--- config.mk ---
export PLATFORM = sky130hd
export DESIGN_NAME = ex_stage
export DESIGN_NICKNAME = d
export VERILOG_FILES = /design/src/rtl/cpu_pkg.sv /design/src/rtl/ex_stage_alu.sv /design/src/rtl/ex_stage.sv
export SDC_FILE = /design/constraint.sdc
export NUM_CORES = 1
export LEC_CHECK = 0
export ABC_AREA = 1
export CAP_MARGIN = 20
export CORE_ASPECT_RATIO = 0.75
export CORE_MARGIN = 2
export CORE_UTILIZATION = 55
export CTS_CLUSTER_DIAMETER = 120
export CTS_CLUSTER_SIZE = 12
export DETAILED_ROUTE_END_ITERATION = 10
export PLACE_DENSITY = 0.87
export SYNTH_ARGS = -nofsm -noshare
export SYNTH_HDL_FRONTEND = slang
export SYNTH_HIERARCHICAL = 1
export SYNTH_SLANG_ARGS = --single-unit
export TNS_END_PERCENT = 20
--- constraint.sdc ---
create_clock -name clk -period 5.1 [get_ports clk]
set_input_delay 1.02 -clock clk [delete_from_list [all_inputs] [get_ports clk]]
set_output_delay 1.02 -clock clk [all_outputs]
set_load 0.01 [all_outputs]
--- src/rtl/cpu_pkg.sv ---
// Shared CPU definitions: datapath widths, ALU opcodes and the EX/MEM control bundle.
// Imported by the decode, control and execute stages alike.
package cpu_pkg;

  localparam int DATA_W  = 32;
  localparam int PC_W    = 32;
  localparam int REG_W   = 6;
  localparam int ALUOP_W = 4;

  // Codes 6..15 are unassigned and execute as a zero-result no-op.
  typedef enum logic [ALUOP_W-1:0] {
    ALU_NOP   = 4'd0,
    ALU_ADD   = 4'd1,
    ALU_SUB   = 4'd2,
    ALU_NEG   = 4'd3,
    ALU_PASS  = 4'd4,
    ALU_PCADD = 4'd5
  } alu_op_e;

  typedef struct packed {
    logic regwrt;
    logic memtoreg;
    logic pctoreg;
    logic memread;
    logic memwrt;
    logic jumpmem;
  } exmem_ctrl_t;

  // Only the arithmetic ops are allowed to touch the Z/N flags.
  function automatic logic op_sets_flags(input logic [ALUOP_W-1:0] op);
    return (op == ALU_ADD) || (op == ALU_SUB) || (op == ALU_NEG);
  endfunction

endpackage

--- src/rtl/ex_stage_alu.sv ---
// Combinational 32-bit ALU for the execute stage; wraps silently, no overflow flag.
// flag_we tells the stage whether this op's result should update Z/N.
module alu
  import cpu_pkg::*;
(
  input  logic [ALUOP_W-1:0] aluop,
  input  logic [DATA_W-1:0]  rs,
  input  logic [DATA_W-1:0]  rt,
  input  logic [PC_W-1:0]    PC,
  output logic [DATA_W-1:0]  result,
  output logic               flag_we
);

  // NOTE: every output gets a default before the case so no path can infer a latch.
  always_comb begin
    result = '0;
    unique case (aluop)
      ALU_ADD:   result = rs + rt;
      ALU_SUB:   result = rs - rt;
      ALU_NEG:   result = '0 - rs;
      ALU_PASS:  result = rs;
      ALU_PCADD: result = PC + rt;
      default:   result = '0;
    endcase
  end

  assign flag_we = op_sets_flags(aluop);

endmodule

--- src/rtl/ex_stage.sv ---
// Execute stage: ALU, architectural Z/N flags, J/BRZ/BRN resolution with a two-slot
// squash window, and the EX/MEM pipeline register.
module ex_stage
  import cpu_pkg::*;
(
  input  logic               clk,
  input  logic               rst,
  input  logic               regwrt,
  input  logic               memtoreg,
  input  logic               pctoreg,
  input  logic               memread,
  input  logic               memwrt,
  input  logic               jumpmem,
  input  logic               branch_neg,
  input  logic               branch_zero,
  input  logic               jump,
  input  logic [ALUOP_W-1:0] aluop,
  input  logic [DATA_W-1:0]  rs,
  input  logic [DATA_W-1:0]  rt,
  input  logic [REG_W-1:0]   rd,
  input  logic [PC_W-1:0]    PC,
  output logic               regwrt_out,
  output logic               memtoreg_out,
  output logic               pctoreg_out,
  output logic               memread_out,
  output logic               memwrt_out,
  output logic               jumpmem_out,
  output logic [DATA_W-1:0]  alu_out,
  output logic [DATA_W-1:0]  st_data_out,
  output logic [REG_W-1:0]   rd_out,
  output logic [PC_W-1:0]    PC_out,
  output logic               redirect_out,
  output logic [PC_W-1:0]    target_out,
  output logic               flush_out,
  output logic               z_out,
  output logic               n_out
);

  // Two wrong-path instructions follow any taken redirect.
  localparam logic [1:0] SQ_DEPTH = 2'd2;

  logic [DATA_W-1:0] alu_result;
  logic              alu_flag_we;

  logic              squashing;
  logic              taken;

  exmem_ctrl_t       ctrl_d, ctrl_q;
  logic [DATA_W-1:0] alu_d, alu_q;
  logic [DATA_W-1:0] st_data_d, st_data_q;
  logic [REG_W-1:0]  rd_d, rd_q;
  logic [PC_W-1:0]   pc_d, pc_q;
  logic              redirect_d, redirect_q;
  logic [PC_W-1:0]   target_d, target_q;
  logic              z_d, z_q;
  logic              n_d, n_q;
  logic [1:0]        sq_d, sq_q;

  alu u_alu (
    .aluop   (aluop),
    .rs      (rs),
    .rt      (rt),
    .PC      (PC),
    .result  (alu_result),
    .flag_we (alu_flag_we)
  );

  // Branch decisions read the flags as they stood before this instruction.
  always_comb begin
    squashing = (sq_q != 2'd0);
    taken     = !squashing && (jump || (branch_zero && z_q) || (branch_neg && n_q));

    ctrl_d = '0;
    if (!squashing) begin
      ctrl_d = '{regwrt:   regwrt,
                 memtoreg: memtoreg,
                 pctoreg:  pctoreg,
                 memread:  memread,
                 memwrt:   memwrt,
                 jumpmem:  jumpmem};
    end

    alu_d      = alu_result;
    st_data_d  = rt;
    rd_d       = rd;
    pc_d       = PC;
    redirect_d = taken;
    target_d   = rs;

    z_d = z_q;
    n_d = n_q;
    if (!squashing && alu_flag_we) begin
      z_d = (alu_result == '0);
      n_d = alu_result[DATA_W-1];
    end

    sq_d = sq_q;
    if (taken)          sq_d = SQ_DEPTH;
    else if (squashing) sq_d = sq_q - 2'd1;
  end

  // NOTE: sequential state uses non-blocking assignments so every register samples
  // pre-edge values regardless of statement order.
  always_ff @(posedge clk) begin
    if (rst) begin
      ctrl_q     <= '0;
      alu_q      <= '0;
      st_data_q  <= '0;
      rd_q       <= '0;
      pc_q       <= '0;
      redirect_q <= 1'b0;
      target_q   <= '0;
      z_q        <= 1'b0;
      n_q        <= 1'b0;
      sq_q       <= 2'd0;
    end else begin
      ctrl_q     <= ctrl_d;
      alu_q      <= alu_d;
      st_data_q  <= st_data_d;
      rd_q       <= rd_d;
      pc_q       <= pc_d;
      redirect_q <= redirect_d;
      target_q   <= target_d;
      z_q        <= z_d;
      n_q        <= n_d;
      sq_q       <= sq_d;
    end
  end

  assign regwrt_out   = ctrl_q.regwrt;
  assign memtoreg_out = ctrl_q.memtoreg;
  assign pctoreg_out  = ctrl_q.pctoreg;
  assign memread_out  = ctrl_q.memread;
  assign memwrt_out   = ctrl_q.memwrt;
  assign jumpmem_out  = ctrl_q.jumpmem;
  assign alu_out      = alu_q;
  assign st_data_out  = st_data_q;
  assign rd_out       = rd_q;
  assign PC_out       = pc_q;
  assign redirect_out = redirect_q;
  assign target_out   = target_q;
  assign flush_out    = (sq_q != 2'd0);
  assign z_out        = z_q;
  assign n_out        = n_q;

endmodule
==> results of run 1 <==
==> path summary, 6_finish.rpt <==
kind | startpoint | endpoint | slack, ns | cells after the start
worst max-delay path | aluop[0] | z_out | 0.79 | 21
worst min-delay path | sq_q[0] | sq_q[0] | 0.48 | 1
worst max register to register | sq_q[1] | z_out | 3.89 | 7
worst min register to register | sq_q[0] | sq_q[0] | 0.48 | 1
==> registers in the layout, indices dropped and copies added (netlist names) <==
signal / cells
memtoreg_out: 1
rd_out: 6
pctoreg_out: 1
st_data_out: 32
z_out: 1
target_out: 32
alu_out: 32
regwrt_out: 1
PC_out: 32
redirect_out: 1
jumpmem_out: 1
n_out: 1
memwrt_out: 1
sq_q: 2
memread_out: 1
==> cells by family (layout without fill, tap and decap cells) <==
kind of cell	after synthesis	count (layout)	share of synthesized area
buf+inv	476	761	0.1631
simple gates	1090	1090	0.4129
compound gates	163	163	0.07979
xor+xnor	1	1	0.0007879
flops	145	145	0.2611
fa+ha+maj	72	72	0.08238
==> critical path: cells and delay by family <==
| kind | cells | cell delay, ns |
|---|---|---|
| and+or+nand+nor | 14 | 2.15 |
| buffers and inverters | 4 | 0.96 |
| adders and majority gates | 1 | 0.29 |
| AOI/OAI and AO/OA | 2 | 0.23 |
==> metrics by stage <==
step | setup slack [ns] | instances | total power, mW | util
2_1_floorplan | 1.435 | 1947 | 1.854 | -
3_3_place_gp | 0.5368 | 2458 | 2.301 | 0.7032
3_5_place_dp | 0.4998 | 2458 | 2.319 | 0.7032
4_1_cts | 0.9348 | 2490 | 3.752 | 0.7365
5_1_grt | 0.5546 | 2490 | 3.951 | 0.7365
6_report | 0.7920 | 2490 | 3.784 | 0.7365
==> cells in the final DEF, fill, tap and decap left out, types with 3 or more instances in the layout <==
cell | Yosys | final
nor2_4 | 6 | 6
dfxtp_1 | 145 | 145
clkdlybuf4s50_1 | 0 | 259
nor2_2 | 11 | 11
o21ai_1 | 10 | 10
nor2_1 | 276 | 276
nand3_1 | 157 | 157
inv_6 | 0 | 5
nand2_2 | 5 | 5
and3_1 | 3 | 3
inv_1 | 438 | 438
nand2_1 | 566 | 566
ha_1 | 70 | 70
or2_2 | 15 | 15
clkbuf_16 | 0 | 17
a21oi_1 | 67 | 67
bufinv_16 | 0 | 5
nand4_1 | 17 | 17
o2111ai_1 | 5 | 5
nand3_2 | 4 | 4
a21boi_0 | 3 | 3
buf_4 | 0 | 25
inv_2 | 5 | 5
o21ai_0 | 60 | 60
o21bai_1 | 3 | 3
o22ai_1 | 5 | 5
nor3_1 | 16 | 16
nand3b_1 | 5 | 5
==> layout make-up <==
type | instances | area [um^2] | share of cell area
clock buffers | 19 | 442.9 | 0.03001
flip-flops and latches | 145 | 2903 | 0.1966
multi-input cells | 1326 | 6402 | 0.4337
well taps | 258 | 322.8 | 0.02187
repair buffers | 285 | 2800 | 0.1897
inverters | 444 | 1668 | 0.1130
clock inverters | 13 | 222.7 | 0.01509
==> where the power goes <==
| part | switching (mW) | internal (mW) |
|---|---|---|
| Clock | 0.545 | 0.895 |
| Sequential | 0.0165 | 1.19 |
| Combinational | 0.695 | 0.438 |
==> metal layers <==
metal / up-vias / share of wire
li1: 6460 / -
met1: 5994 / 0.41
met2: 979 / 0.41
met3: 101 / 0.16
met4: 6 / 0.021
met5: - / 0.0017
==> metrics, run 1 <==
CP required 5.46 ns; GR Layer Usage met2 0.5853; final slew viol count 0; ys async rst share 0; Initial Util 0.5547; H-tree depth 4; Seq cells post-synth 145; Die Area 21380 um^2; Critical Path End Type flip-flop; P&R area growth vs syn 32.77%; Core ar. 20040 um^2; busiest grt layer met2; endpoints failing setup 0; fillcell total 1695; first-pass GRT wire length 64.83 mm; Slew headroom 0.3416; grt met3 use 0.1320; Worst-Margin Slew 0.9876 ns; Synth Net Count 2136; power density cells 256.3 nW/um^2; CTS tree yes; register area share after synthesis 0.2611; total congestion overflow 0; DRT Pass-1 Iters 7; Yosys top cell area share 0.2611; residual DRC count 0; EDFF count, synth 0; post-route design area 14760 um^2; Num CTS Buffers 17; clock root cell clkbuf_16; GR Util met1 0.5514; Clock Tree Buf Depth 2; count of cell types in the netlist 44; RSZ-0062 raised after global routing false; ant diodes 0; CP Launch Type input pin; largest net degree at the start of global routing 98; Worst Skew 0.004836 ns; warnings from Yosys 6; number of max-cap violations 0; synthesized cell area 11120 um^2; input/output buffers 260; Area after DPL 14100 um^2; Die H 127.1 um; final hold slack 0.4767 ns; synth cell count leaders 566 x nand2_1, 438 x inv_1, 276 x nor2_1; P_leak 7.925 nW; GPL Wtd Cong 1.066; WL/cell 17.31 um; initial antenna violation count 2; dominant cell type by area after synthesis dfxtp_1; Crit Path Category in2reg; Final min period 4.308 ns; critical path cell sequence clkdlybuf4s50_1 > nand3_2 > nor2_4 > buf_12 > nand2_1 > o21ai_0 > ha_1 > nand2_1 > inv_1 > nand2_1 > nand2_1 > inv_1 > nand3_1 > or2_2 > nand3_1 > nand3_1 > nor2_1 > nand3_1 > nor3_1 > nand2_1 > a21oi_2; initial drt markers 1785; Nets 2408; site row count 45; count leader, synth nand2_1; FMAX 0.2321 GHz; fin crit share 0.8447; Mean Syn Cell Area 5.710 um^2; clock latency on the worst-skew pair 0.43 ns; Post-Synthesis Cells 1947; DIE WIDTH 168.2 um; DPL Wire Length 34.42 mm; io pins 261; CTS Sinks 145; critical path's slowest cell clkdlybuf4s50_1; Synth Flop Type dfxtp_1; largest cells by area after synthesis dfxtp_1 26%, nand2_1 19%, inv_1 15%, nor2_1 9.3%, ha_1 7.9%; vias in the first global route 12.15k; WP data arrival 4.67 ns; vias 13.54k; antenna viol nets, final 0; outcome finished clean; final hold violations 0; layout cells sized above 1 0.04973; max incr delay on CP 0.58 ns; Total GRT Usage 0.3941; drt total wl 43.11 mm; postcts setup bufs 0; Post-Route Setup TNS 0 ns; cts hold-fix bufs 0; maximum VDD drop 0.1924 mV; clock-pin slew on the worst setup and hold paths 0.06 ns; Min-Delay Path Class reg2reg; Via density 5.438; cell repeated most along the worst path nand2_1; post-CTS sizing 0; worst-path maximum fanout 59
Power figures use the tool's default switching activity.
==> inputs of run 2 (changes only) <==
--- a/config.mk
+++ b/config.mk
@@ -9,11 +9,11 @@
 export CAP_MARGIN = 20
 export CORE_ASPECT_RATIO = 0.75
 export CORE_MARGIN = 2
-export CORE_UTILIZATION = 55
+export CORE_UTILIZATION = 52
 export CTS_CLUSTER_DIAMETER = 120
 export CTS_CLUSTER_SIZE = 12
 export DETAILED_ROUTE_END_ITERATION = 10
-export PLACE_DENSITY = 0.87
+export PLACE_DENSITY = 0.83
 export SYNTH_ARGS = -nofsm -noshare
 export SYNTH_HDL_FRONTEND = slang
 export SYNTH_HIERARCHICAL = 1
==> constraint.sdc (replaced) <==
create_clock -name clk -period 4.1 [get_ports clk]
set_input_delay 0.82 -clock clk [delete_from_list [all_inputs] [get_ports clk]]
set_output_delay 0.82 -clock clk [all_outputs]
set_load 0.01 [all_outputs]
==> run 2 against run 1 <==
Against the previous run: non-clock buffer count is 104 higher; first-iteration DRC count decreased by 1.1%; cell count rose by 5.4%; highest routed layer is now met4; sequential share of layout area is 1.1 points lower; critical path type unchanged; setup slack lost 0.65 ns; sequential power increased by 25%; worst hold slack improved by 0.036 ns; global-route usage increased by 0.41 points; clock-buffer cell count fell by 1.
==> metrics, run 2 (same netlist as run 1, synthesis figures left out) <==
DPL Wire Length 37.56 mm (+9.1%); antenna viol nets, final 0 (unchanged); io pins 261 (unchanged); initial drt markers 1765 (-1.1%); Die H 130.6 um (+2.8%); Worst-Margin Slew 0.9254 ns (-0.06217 ns); residual DRC count 0 (unchanged); vias 14.06k (+3.8%); FMAX 0.2527 GHz; input/output buffers 260 (unchanged); CP Launch Type input pin; delay-heaviest family, CP simple AND/OR/NAND/NOR gates; critical path cell sequence clkdlybuf4s50_1 > nand3_2 > nor2_4 > clkbuf_16 > o21ai_0 > ha_1 > nand2_1 > inv_1 > nand2_1 > nor3_1 > nand2_1 > nand2_1 > nand2_1 > nand2_1 > nand2_1 > nand3_1 > nand3_1 > inv_1 > nand4_1 > nor3_2 > nand2_1 > a21oi_2; endpoints failing setup 0 (unchanged); clock latency on the worst-skew pair 0.43 ns (about the same); Setup WS post-layout 0.1434 ns (-0.6486 ns); Min-Delay Path Class reg2reg; Critical Path End Type flip-flop; Num CTS Buffers 17 (unchanged); worst r2r dst z_out; critical path's slowest cell clkdlybuf4s50_1; H-tree depth 4 (unchanged); Final min period 3.957 ns; number of max-cap violations 0 (unchanged); DRT Pass-1 Iters 10 (+3); clock-pin slew on the worst setup and hold paths 0.07 ns (about the same); maximum VDD drop 0.2685 mV (+40%); final hold violations 0 (unchanged); outcome finished clean; final slew viol count 0 (unchanged); layout cells sized above 1 0.09546 (+0.04573); WP data arrival 4.33 ns (-0.34 ns); WL/cell 17.74 um (+2.5%); commonest non-fill, non-tap cell in the layout nand2_1; Util after Layout 0.7412 (+0.004755); Worst Skew 0.003150 ns (-0.001686 ns); CP bufs+invs 4 (unchanged); Place WS -0.3300 ns (-0.8297 ns); CTS tree yes; CP required 4.47 ns (-0.99 ns); Via density 5.358 (-1.5%); CP endpoint z_out; critical path launch point aluop[0]; vias in the first global route 12.71k (+4.6%); first-pass GRT wire length 69.05 mm (+6.5%); max incr delay on CP 0.51 ns (-0.07 ns); total congestion overflow 0 (unchanged); ant diodes 0 (unchanged); Core ar. 21070 um^2 (+5.1%); Slew headroom 0.3783 (+0.03670); flop2flop setup slack 2.88 ns (-1.01 ns); fin crit share 0.9650; site row count 46 (+2.2%); power density cells 302.4 nW/um^2 (+18%); reg-to-reg startpoint sq_q[1]; cell repeated most along the worst path nand2_1; CTS Sinks 145 (unchanged); Post-Route Setup TNS 0 ns (unchanged); drt total wl 46.55 mm (+8.0%); Total GRT Usage 0.3982 (+0.004107); largest net degree at the start of global routing 77 (-21%); initial antenna violation count 0 (-2); GPL Wtd Cong 1.040 (-2.5%); Initial Util 0.5278 (-0.02688); fillcell total 1728 (+1.9%); clock root cell clkbuf_16; most frequent cells in the layout 565 x nand2_1, 438 x inv_1, 274 x nor2_1; Nets 2512 (+4.3%); Crit Path Category in2reg; DIE WIDTH 172.8 um (+2.8%); Clock Tree Buf Depth 2 (unchanged); Crit path depth 22 (+4.8%); placed cell count 2590 (+5.4%); worst-path maximum fanout 21 (-64%); Final Non-Filler Cells 2624 (+5.4%); P&R area growth vs syn 40.43%; P_leak 8.429 nW (+6.4%); Die Area 22580 um^2 (+5.6%); R2R depth 7 (unchanged)
run 2: worst min path at each step:
stage / cells past startpoint / slack [ns] / endpoint / startpoint
2_1_floorplan: 1 / 0.44 / sq_q[0] / sq_q[0]
3_3_place_gp: 1 / 0.46 / sq_q[0] / sq_q[0]
3_5_place_dp: 2 / 0.49 / sq_q[0] / sq_q[1]
4_1_cts: 2 / 0.51 / sq_q[0] / sq_q[1]
5_1_grt: 1 / 0.53 / sq_q[0] / sq_q[0]
6_report: 2 / 0.51 / sq_q[0] / sq_q[1]
run 2: per-layer routing:
layer  vias to the layer above  part of all wire  global-route usage
met5                         -                 0                   0
li1                       6660                 -                   -
met4                         0             0.021             0.08175
met1                      6327              0.43              0.5736
met2                       976              0.41              0.5962
met3                        97              0.14              0.1085
run 2: tightest hold or removal path, delay by kind of cell, from the launching register on:
kind	cells	cell delay, ns
simple gates	2	0.12
flops	1	0.35
run 2: per-stage QoR:
stage,hold slack [ns],power [mW],area (um^2)
after floorplan,0.4441,2.306,11120
after global placement,0.4580,2.988,14940
after detailed placement,0.4917,3.015,14940
after CTS,0.5079,4.665,15550
after global routing,0.5278,4.916,15610
final,0.5127,4.722,15610
run 2: final cells by class:
| cell class | instances | area, um^2 | area share |
|---|---|---|---|
| Multi-Input combinational cell | 1326 | 6434 | 0.4121 |
| Timing Repair Buffer | 389 | 3636 | 0.2329 |
| Sequential cell | 145 | 2903 | 0.1859 |
| Inverter | 444 | 1668 | 0.1068 |
| Clock buffer | 18 | 439.2 | 0.02813 |
| Tap cell | 288 | 360.3 | 0.02308 |
| Clock inverter | 14 | 173.9 | 0.01114 |
run 2: timing repair:
item / in CTS / in global routing
setup buffers: 0 / 1
gates resized for setup: 0 / 12
hold buffers: 0 / 0
endpoints found under the setup margin: 0 / 1
run 2: where the power goes:
group	total [mW]	switching, mW	internal (mW)
logic	1.55	0.911	0.640
registers	1.51	0.0218	1.48
clock network	1.66	0.725	0.938
